### src/rtl/rob_commit_queue.sv
// In-order retirement queue: dispatch allocates at tail, the CDB marks entries done,
// and the head retires one entry per cycle onto the register-file write port.
module rob_commit_queue #(
  parameter int ROB_DEPTH = 8,
  parameter int IDX_W     = 3
) (
  input  logic             clk_in,
  input  logic             rst_in,
  input  logic             rdy_in,
  input  logic             flush_in,
  input  logic             issue_valid,
  input  logic             issue_has_rd,
  input  logic [4:0]       issue_rd,
  output logic             issue_ready,
  output logic [IDX_W-1:0] issue_tag,
  input  logic             cdb_valid,
  input  logic [IDX_W-1:0] cdb_tag,
  input  logic [31:0]      cdb_value,
  input  logic [IDX_W-1:0] query_tag,
  output logic             query_ready,
  output logic [31:0]      query_value,
  output logic             to_reg_we,
  output logic [4:0]       to_reg_rd,
  output logic [31:0]      to_reg_wdata,
  output logic             rob_empty
);

  logic [ROB_DEPTH-1:0] busy_reg, busy_next;
  logic [ROB_DEPTH-1:0] done_reg, done_next;
  logic [ROB_DEPTH-1:0] has_rd_reg;
  logic [4:0]           rd_reg    [ROB_DEPTH];
  logic [31:0]          value_reg [ROB_DEPTH];

  logic [IDX_W-1:0] head_reg, tail_reg;
  logic [IDX_W:0]   count_reg;

  logic                 issue_fire, commit_fire;
  logic [ROB_DEPTH-1:0] issue_hit, cdb_hit, commit_hit;

  // Depth is a power of two, so "not full" is simply the count MSB being clear.
  assign issue_ready = ~count_reg[IDX_W];
  assign issue_tag   = tail_reg;
  assign rob_empty   = (count_reg == '0);
  assign issue_fire  = issue_valid && issue_ready;
  assign commit_fire = busy_reg[head_reg] && done_reg[head_reg];
  assign query_ready = busy_reg[query_tag] && done_reg[query_tag];
  assign query_value = value_reg[query_tag];

  genvar gi;
  generate
    for (gi = 0; gi < ROB_DEPTH; gi++) begin : g_entry
      assign issue_hit[gi]  = issue_fire && (tail_reg == IDX_W'(gi));
      assign cdb_hit[gi]    = cdb_valid && (cdb_tag == IDX_W'(gi)) && busy_reg[gi] && !done_reg[gi];
      assign commit_hit[gi] = commit_fire && (head_reg == IDX_W'(gi));
    end
  endgenerate

  // Issue only targets a free slot, commit only a done one and the CDB only a not-done
  // busy one, so the three per-entry updates never collide.
  always_comb begin
    busy_next = busy_reg;
    done_next = done_reg;
    if (flush_in) begin
      busy_next = '0;
      done_next = '0;
    end else begin
      for (int i = 0; i < ROB_DEPTH; i++) begin
        if (issue_hit[i]) begin
          busy_next[i] = 1'b1;
          done_next[i] = 1'b0;
        end
        if (commit_hit[i]) busy_next[i] = 1'b0;
        if (cdb_hit[i])    done_next[i] = 1'b1;
      end
    end
  end

  always_ff @(posedge clk_in or posedge rst_in) begin
    if (rst_in) begin
      busy_reg <= '0;
      done_reg <= '0;
    end else if (rdy_in) begin
      busy_reg <= busy_next;
      done_reg <= done_next;
    end
  end

  // Payload is only meaningful while busy, so it needs no reset.
  always_ff @(posedge clk_in) begin
    if (rdy_in && !flush_in) begin
      for (int i = 0; i < ROB_DEPTH; i++) begin
        if (issue_hit[i]) begin
          has_rd_reg[i] <= issue_has_rd;
          rd_reg[i]     <= issue_rd;
        end
        if (cdb_hit[i]) value_reg[i] <= cdb_value;
      end
    end
  end

  always_ff @(posedge clk_in or posedge rst_in) begin
    if (rst_in) begin
      head_reg     <= '0;
      tail_reg     <= '0;
      count_reg    <= '0;
      to_reg_we    <= 1'b0;
      to_reg_rd    <= 5'd0;
      to_reg_wdata <= 32'd0;
    end else if (rdy_in) begin
      if (flush_in) begin
        head_reg  <= '0;
        tail_reg  <= '0;
        count_reg <= '0;
        to_reg_we <= 1'b0;
      end else begin
        if (issue_fire)  tail_reg <= tail_reg + IDX_W'(1);
        if (commit_fire) head_reg <= head_reg + IDX_W'(1);
        count_reg <= count_reg + {{IDX_W{1'b0}}, issue_fire} - {{IDX_W{1'b0}}, commit_fire};
        if (commit_fire) begin
          to_reg_we    <= has_rd_reg[head_reg] && (rd_reg[head_reg] != 5'd0);
          to_reg_rd    <= rd_reg[head_reg];
          to_reg_wdata <= value_reg[head_reg];
        end else begin
          to_reg_we    <= 1'b0;
        end
      end
    end
  end

endmodule

### config.mk
export PLATFORM = sky130hd
export DESIGN_NAME = rob_commit_queue
export DESIGN_NICKNAME = d
export VERILOG_FILES = /design/src/rtl/rob_commit_queue.sv
export SDC_FILE = /design/constraint.sdc
export NUM_CORES = 1
export LEC_CHECK = 0
export ABC_AREA = 0
export BUFFER_PORTS_ARGS = -buffer_cell sky130_fd_sc_hd__buf_2
export CAP_MARGIN = 20
export CELL_PAD_IN_SITES_DETAIL_PLACEMENT = 0
export CELL_PAD_IN_SITES_GLOBAL_PLACEMENT = 1
export CORE_AREA = 5 5 223 225
export DETAILED_ROUTE_END_ITERATION = 8
export DIE_AREA = 0 0 228 230
export PLACE_DENSITY_LB_ADDON = 0.1
export SKIP_LAST_GASP = 1
export SLEW_MARGIN = 10
export SYNTH_ARGS = -nofsm -noshare
export SYNTH_HDL_FRONTEND = slang
export SYNTH_SLANG_ARGS = --single-unit
### constraint.sdc
create_clock -name clk_in -period 4.8 [get_ports clk_in]
set_clock_uncertainty 0.15 [all_clocks]
set_input_delay 1.44 -clock clk_in [delete_from_list [all_inputs] [get_ports clk_in]]
set_output_delay 1.44 -clock clk_in [all_outputs]
set_load 0.005 [all_outputs]
==> results_dict.tcl <==
set metrics [dict create \
    core_um2 47300 \
    ir_drop_worst_vdd_uv 259 \
    p_total_mw 7.97 \
    total_wire_length_after_detailed_routing_mm 44.0 \
    row_count 80 \
    rrSetupSlack_ns 1.75 \
    largest_net_degree_at_the_start_of_global_routing 50 \
    hold_buffers 0 \
    design.die.area_um2 52400 \
    worst_path_max_delay_cell "mux4_2" \
    sequentialPowerShare_pct 46.8 \
    bufs_on_longest_clock_path 3 \
    crit_path_max_incr_delay_ns 0.55 \
    vias 8997 \
    worst_setup_path_startpoint "query_tag[0]" \
    grt_pass1_wl_mm 65.9 \
    flow.area_growth_from_synthesis_pct 19.3 \
    cts_tree "done" \
    timing.critical_path.arrival_ns 2.88 \
    power.density_cell_area_nw_per_um2 409 \
    crit_path_cell_trace "buf_4 -> buf_12 -> mux4_2 -> mux2_2 -> buf_2" \
    boundaryPins 126 \
    criticalPathCategory "in2out" \
    synth_edf_count 304 \
    post-route-worst-setup-slack_ns 0.334 \
    setup.worst_path.end_class "primary output" \
    drt-wirelength-per-cell_um 25.9 \
    finalMaxSlewViolations 0 \
    initial_core_util_pct 34.5 \
    detailedPlace.worstSlack_ns 0.309 \
    numCtsBuffers 44 \
    sw_frac_of_total_pct 23.0 \
    mostFrequentLayoutCell "edfxtp_1" \
    post_cts.repair.setup_buffers 0 \
    drtPass1Iterations 5 \
    syn_avg_cell_area_um2 18.0 \
    hold_path_class "reg2reg" \
    antennaDiodeCount 0 \
    synth_sequential_area_ratio_pct 65.6 \
    critPathCapture "query_value[7]" \
    r2r_end "count_reg[1]$_DFFE_PP0P_" \
    crit_cells 5 \
    clock_latency_late_sink_ns 0.56 \
    cpLargestDelayFamily "multiplexers" \
    max_reg_flops 256 \
    comb_power_share_pct 9.7 \
    grt_antenna_before_repair 3 \
    nets 1117 \
    fmax_ghz 0.224 \
    worst_ep_required_time_ns 3.21 \
    place.gp.congestion 0.736 \
    slew_headroom_pct 40.5 \
    post-route-util_pct 41.2 \
    fin_worst_hold_slack_ns 0.348 \
    htree_num_levels 2 \
    clock_tree.root_cell "clkbuf_16" \
    dr.first_iter.drc_count 431 \
    post_drt_via_cell_ratio 5.30 \
    path_buf_inv 3 \
    netSwitchingPower_mw 1.84 \
    finalHoldViolCount 0 \
    ys.warnings.count 0 \
    placedInstanceArea_um2 18000 \
    clock_sinks 368 \
    run_status "finished, final reports clean" \
    power.internal_mw 6.14 \
    ctsResizeCount 0 \
    rsz0062_at_grt "false" \
    p_leak_nw 6.85 \
    post_synth_num_cell_types 39 \
    dp_hpwl_mm 25.1 \
    final-setup-viol-count 0 \
    hold_path.startpoint "done_reg[5]$_DFFE_PP0P_" \
    reg_clk_slew_reported_paths_ns 0.06 \
    tot_gr_track_use_pct 16.7 \
    ys_seq_elements 368 \
    globalRouteOverflowTotal 0 \
    synth_async_sr_flop_share_pct 17.4 \
    die_y_um 230 \
    final_critical_delay_including_setup_and_external_delays_ns 4.47 \
    synthesis.instances 907 \
    share_of_layout_cells_above_drive_strength_1_pct 38.5 \
    mappedNetlistNets 975 \
    critical_path.reg2reg.startpoint "head_reg[2]$_DFFE_PP0P_" \
    crit_path_start_kind "primary input" \
    finished_cell_area_um2 19500 \
    mostFrequentLayoutCells "304 x edfxtp_1, 146 x mux4_2, 124 x buf_2" \
    prevailing_post_synth_register_cell "edfxtp_1" \
    fp.dieW_um 228 \
    drv_cap 0 \
    reg2regPathDepth 9 \
    critical_path.max_fanout 34 \
    worst-slew-pin-transition_ns 0.892 \
    final_antenna_net_count 0 \
    proportion_of_power_drawn_by_the_clock_network_pct 43.5 \
    via_count_of_the_first_global_routing_pass 9691 \
    io_buffer_count 125 \
    syn-cell-area_um2 16400 \
    total_drc_errors_in_the_routed_layout 0 \
    final_min_period_over_clock_period_pct 93.0 \
]
[area by class of cell]
class,count,area [µm²]
Inverter,18,68.8
Fill cell,4268,27800
Tap cell,615,769
Timing Repair Buffer,152,1000
Clock inverter,23,277
Multi-Input combinational cell,465,5410
Clock buffer,58,1240
Sequential cell,368,10700
[metrics by stage]
stage / std cells / TNS [ns]
after floorplan: 907 / -67.68
after global placement: 1617 / 0
after detailed placement: 1617 / 0
after CTS: 1698 / 0
after global routing: 1699 / 0
final: 1699 / 0
[worst reg2reg max path: cells and delay by family, from the launching register on]
kind | cells | cell delay [ns]
muxes | 2 | 1.03
buffers and inverters | 2 | 0.17
AOI/OAI and AO/OA | 1 | 0.07
adders and majority gates | 3 | 0.94
and+or+nand+nor | 1 | 0.07
DFF | 1 | 0.48
[cells by family (layout without fill, tap and decap cells)]
logic type	count (synthesis)	after routing	share of synthesized area (%)
DFF	368	368	65.6
buffers and inverters	74	251	2.00
muxes	184	184	22.7
xor gates and xnor gates	2	2	0.107
AOI/OAI and AO/OA	88	88	3.53
adders and majority gates	18	18	1.42
and+or+nand+nor	173	173	4.66
[synthesized netlist by cell type (9+ instances only)]
library cell	n	area [µm²]
nand2_1	91	342
ha_1	17	213
clkbuf_1	23	86.3
and3_1	15	93.8
dfrtp_1	64	1600
inv_1	14	52.6
a31oi_1	35	219
buf_2	19	95.1
mux4_2	146	3290
nand2b_1	9	56.3
edfxtp_1	304	9130
a21o_1	10	75.1
mux2_2	32	360
o21ai_0	15	75.1
nor2_1	41	154
[power by group through the flow]
stage / combinational (mW) / sequential, mW / clock [mW]
finish: 0.776 / 3.73 / 3.47
CTS: 0.797 / 3.74 / 3.57
global placement: 0.791 / 3.80 / 0
detailed placement: 0.795 / 3.80 / 0
floorplan: 0.432 / 3.78 / 0
global route: 0.871 / 3.75 / 3.70
[routing by layer]
layer  global-route usage (%)  up-vias  wire, µm
li1                         -     3975         -
met1                     22.0     4781     18900
met2                     29.1      174     22600
met3                     2.90       63      1740
met4                     3.89        4       755
met5                        0        -        27
[how the worst min path moves through the flow]
stage / to / slack [ns] / cells after the start
global route: done_reg[5]$_DFFE_PP0P_ / 0.38 / 1
detailed placement: done_reg[1]$_DFFE_PP0P_ / 0.34 / 1
global placement: done_reg[5]$_DFFE_PP0P_ / 0.33 / 1
CTS: done_reg[1]$_DFFE_PP0P_ / 0.35 / 1
floorplan: done_reg[0]$_DFFE_PP0P_ / 0.31 / 1
finish: done_reg[5]$_DFFE_PP0P_ / 0.35 / 1
Power figures use the tool's default switching activity.
